`src/rtl/sg13g2_tbus_arbiter.sv`:
```
// Round-robin owner select for a shared tri-state bus driving active-low TE_B enables; grant 1 cycle after REQ.
// Break-before-make: TURN_CYC released cycles between owners; tenure capped at MAX_HOLD only while others wait.
module sg13g2_tbus_arbiter #(
  parameter int N_REQ    = 4,
  parameter int MAX_HOLD = 16,
  parameter int TURN_CYC = 1
) (
  input  logic             CLK,
  input  logic             RESET,
  input  logic [N_REQ-1:0] REQ,
  output logic [N_REQ-1:0] GNT,
  output logic [N_REQ-1:0] TE_B,
  output logic             BUS_BUSY,
  output logic             HOLD_EXP
);

  localparam int PW = $clog2(N_REQ);
  localparam int HW = $clog2(MAX_HOLD);
  localparam int TW = $clog2(TURN_CYC + 1);
  localparam logic [HW-1:0] HOLD_LAST = HW'(MAX_HOLD - 1);
  localparam logic [TW-1:0] TURN_LAST = TW'(TURN_CYC - 1);

  typedef enum logic [1:0] {IDLE, DRIVE, TURN} state_t;

  state_t          state;
  logic [PW-1:0]   ptr;
  logic [HW-1:0]   hold_cnt;
  logic [TW-1:0]   turn_cnt;
  logic [PW-1:0]   win_idx;
  logic [N_REQ-1:0] win_oh;
  logic [N_REQ-1:0] own_oh;
  logic            others;

  // Lowest set index above ptr wins; otherwise wrap to the lowest index at or below ptr.
  always_comb begin
    win_idx = '0;
    for (int i = N_REQ - 1; i >= 0; i--) begin
      if (REQ[i] && PW'(i) <= ptr) win_idx = PW'(i);
    end
    for (int i = N_REQ - 1; i >= 0; i--) begin
      if (REQ[i] && PW'(i) > ptr) win_idx = PW'(i);
    end
  end

  assign win_oh = N_REQ'(1) << win_idx;
  assign own_oh = N_REQ'(1) << ptr;
  assign others = |(REQ & ~own_oh);

  always_ff @(posedge CLK) begin
    if (RESET) begin
      state    <= IDLE;
      GNT      <= '0;
      TE_B     <= '1;
      BUS_BUSY <= 1'b0;
      HOLD_EXP <= 1'b0;
      ptr      <= PW'(N_REQ - 1);
      hold_cnt <= '0;
      turn_cnt <= '0;
    end else begin
      HOLD_EXP <= 1'b0;
      case (state)
        IDLE: begin
          if (|REQ) begin
            state    <= DRIVE;
            GNT      <= win_oh;
            TE_B     <= ~win_oh;
            ptr      <= win_idx;
            hold_cnt <= '0;
            BUS_BUSY <= 1'b1;
          end
        end
        DRIVE: begin
          if (!REQ[ptr] || (hold_cnt == HOLD_LAST && others)) begin
            state    <= TURN;
            GNT      <= '0;
            TE_B     <= '1;
            turn_cnt <= '0;
            HOLD_EXP <= REQ[ptr];
          end else if (hold_cnt == HOLD_LAST) begin
            // Sole requester keeps the bus; restart its tenure window.
            hold_cnt <= '0;
          end else begin
            hold_cnt <= hold_cnt + HW'(1);
          end
        end
        TURN: begin
          if (turn_cnt == TURN_LAST) begin
            if (|REQ) begin
              state    <= DRIVE;
              GNT      <= win_oh;
              TE_B     <= ~win_oh;
              ptr      <= win_idx;
              hold_cnt <= '0;
            end else begin
              state    <= IDLE;
              BUS_BUSY <= 1'b0;
            end
          end else begin
            turn_cnt <= turn_cnt + TW'(1);
          end
        end
        default: state <= IDLE;
      endcase
    end
  end

endmodule

```
`config.mk`:
```
export PLATFORM = sky130hd
export DESIGN_NAME = sg13g2_tbus_arbiter
export DESIGN_NICKNAME = d
export VERILOG_FILES = /design/src/rtl/sg13g2_tbus_arbiter.sv
export SDC_FILE = /design/constraint.sdc
export NUM_CORES = 1
export LEC_CHECK = 0
export ABC_CLOCK_PERIOD_IN_PS = 2100
export CORE_ASPECT_RATIO = 0.9
export CORE_MARGIN = 8
export CORE_UTILIZATION = 54
export CTS_BUF_LIST = sky130_fd_sc_hd__clkbuf_8
export DETAILED_ROUTE_END_ITERATION = 12
export GPL_TIMING_DRIVEN = 0
export PLACE_DENSITY = 0.81
export RECOVER_POWER = 50
export REMOVE_ABC_BUFFERS = 1
export SYNTH_ARGS = -nofsm -noshare
export SYNTH_HDL_FRONTEND = slang
export SYNTH_SLANG_ARGS = --single-unit
```
`constraint.sdc`:
```
create_clock -name CLK -period 2.1 [get_ports CLK]
set_input_delay 0.21 -clock CLK [delete_from_list [all_inputs] [get_ports CLK]]
set_output_delay 0.21 -clock CLK [all_outputs]
set_load 0.01 [all_outputs]
```
==> results.md <==
* GP Congestion at 0.806
* Share of cells above drive strength 1 at 8.73%
* Finished Core Util at 69.3%
* CP max stage cell: dfxtp_1
* Worst path required time at 2250 ps
* Final worst clock skew at 4.79 ps
* R2R depth at 5
* Clock Sinks at 18
* Top Ports at 16
* Slew HR at 67.9%
* Crit path cell chain: and3b_1, o31ai_1, nand3b_1, or2_2, o21a_1
* WL final at 2020 um
* Global Route Usage Sum at 12.6%
* Fmax at 530 MHz
* Mapped Cells at 112
* Leakage at 0.000419 uW
* Hold Path Class: register to register
* Final max-slew violation count at 0
* Top cell type's share of synthesized area at 37.7%
* Least-Margin Pin Slew at 477 ps
* Min-Delay Path Depth at 1
* Wirelength per Cell at 13.5 um
* I/O Buffers at 15
* Worst r2r src: ptr[0]
* Flop2flop setup slack at 210 ps
* Tmin final at 1890 ps
* GR Util met1 at 14.6%
* DIE WIDTH at 60.4 um
* Gr busiest metal: met2
* Residual DRC at 0
* Post-Syn Area at 956 sq um
* Via density at 5.57
* Routing usage on met2 at 21.3%
* Worst Hold Endpoint: TE_B[2]
* H-tree levels at 1
* CTS Hold Bufs at 0
* Largest area contributor in the netlist: dfxtp_1
* Async S/R FF share, synth at 0%
* Setup_tns at 0 ps
* Setup Crit Path Kind: register to register
* Hpwl dp at 1450 um
* Max cap viols at 0
* Multi-input logic area at 539 sq um
* Via count at 836
* HP Start: TE_B[2]
* DIE HEIGHT at 55.9 um
* Fin crit share at 89.8%
* Max IR drop VDD at 0.523 mV
* Core area at 0.00166 sq mm
* # diodes at 0
* Clock Latency Late Sink at 250 ps
* Root Driver: clkbuf_8
* Filler instances at 137
* Synth Register Bits at 18
* Total CTS buffers at 3
* Crit. End Element: register
* GR Util met3 at 2.08%
* DIE AREA at 0.00337 sq mm
* Grt total ovfl at 0
* PD cells at 752 mW/mm^2
* Postcts setup bufs at 0
* Crit path largest cell delay at 560 ps
* Worst-case clock buffer depth at 2
* Area grow syn2layout at 20.7%
* CP startpoint kind: register
* Status: finished, final reports clean
* Site row count at 14
* Number of global-route vias before repair at 786
* Synth Warn # at 0
* RSZ-0062 raised after global routing: false
* TritonCTS clock tree: done
* Worst EP arrival at 2030 ps
* Register area share after synthesis at 37.7%
* Global-route wire length before repair at 3380 um
* Count of cell types in the netlist at 41
* Post-synth EDFFs at 0
* Drt first pass iters at 4
* Post-synth top flop: dfxtp_1
* Antenna Nets Post-Route at 0
* Endpoints failing setup at 0
* Final hold vios at 0
* Initial antenna violation count at 0
* FF+latch area at 360 sq um
* Final #Nets at 134
* Top cells by area, synth: dfxtp_1, o21ai_0, nand2b_1, o21a_1, a21oi_1
* CTS resizes at 0
* Initial Util at 57.4%
* Clk pin slew, worst setup/hold paths at 70 ps
* Largest net degree at the start of global routing at 15
* Syn avg cell area at 8.53 sq um
* Crit path max fanout at 11
* Critical R2R Capture: TE_B[0]
* First DRT Iteration DRCs at 20
[cell families (layout without fill, tap and decap cells)]
kind of cell,count (synthesis),count (layout),share of synthesized area [%]
compound gates,32,32,23.7
simple gates,48,48,28.8
fa+ha+maj,1,1,1.31
flops,18,18,37.7
buf+inv,10,24,5.24
mux,3,3,3.27
[flip-flops by register name, summed over array words and instances, names as in the netlist]
name	flops
BUS_BUSY	1
GNT	4
HOLD_EXP	1
TE_B	4
hold_cnt	4
ptr	2
state	2
[Yosys cell counts (2+ instances only)]
cell type	n
a21oi_1	6
clkbuf_1	2
dfxtp_1	18
inv_1	5
mux2i_1	2
nand2_1	6
nand2b_1	6
nand3_1	4
nand3b_1	4
nand4_1	2
nor2_1	8
nor2b_1	3
nor3_1	4
o21a_1	5
o21ai_0	9
o22a_1	2
or2_2	2
[through the flow]
stage          hold WS, ps  setup WS [ps]  cell area [sq um]  instances  total power, uW
2_1_floorplan          279            558                925        107              518
3_3_place_gp           446           39.9               1100        146              590
3_5_place_dp           453           20.0               1100        146              596
4_1_cts                469            260               1160        150              877
5_1_grt                490            145               1150        150              913
6_report               460            213               1150        150              867
[power breakdown]
group	total (uW)	internal, uW	switching (uW)
Sequential	399	369	30.0
Clock	282	167	116
Combinational	186	90.2	95.8
Total	867	626	242
[worst max-delay path, delay by kind of cell (launching register included)]
family	cells	cell delay, ps
AO/OA/AOI/OAI	2	540
AND/OR/NAND/NOR	3	670
flip-flops	1	560
[routing by layer]
layer	up-vias	part of all wire (%)
met5	-	0
met3	4	3.5
met1	377	48
met4	0	1.1
li1	430	-
met2	25	47
[placed cells by master (no fill, tap or decap), drive strengths merged, types with 5 or more instances in the layout]
cell type,n
a21oi,6
clkdlybuf4s50,5
dfxtp,18
dlygate4sd3,10
inv,5
nand2,6
nand2b,6
nor2,8
o21a,5
o21ai,10
[worst max path at each step]
stage | start | endpoint | slack [ps] | cells past startpoint
global placement | REQ[3] | TE_B[0] | 40 | 6
detailed placement | REQ[3] | TE_B[0] | 20 | 6
floorplan | ptr[0] | TE_B[0] | 560 | 5
finish | ptr[0] | TE_B[0] | 210 | 5
global route | ptr[1] | GNT[1] | 140 | 5
CTS | ptr[0] | TE_B[0] | 260 | 5
[cell type report]
class,count,share of cell area (%)
Timing Repair Buffer,15,13.0
Multi-Input combinational cell,84,46.7
Clock buffer,4,4.77
Sequential cell,18,31.2
Inverter,5,1.63
Tap cell,24,2.60
No activity file was read; power rests on OpenSTA's default activity.
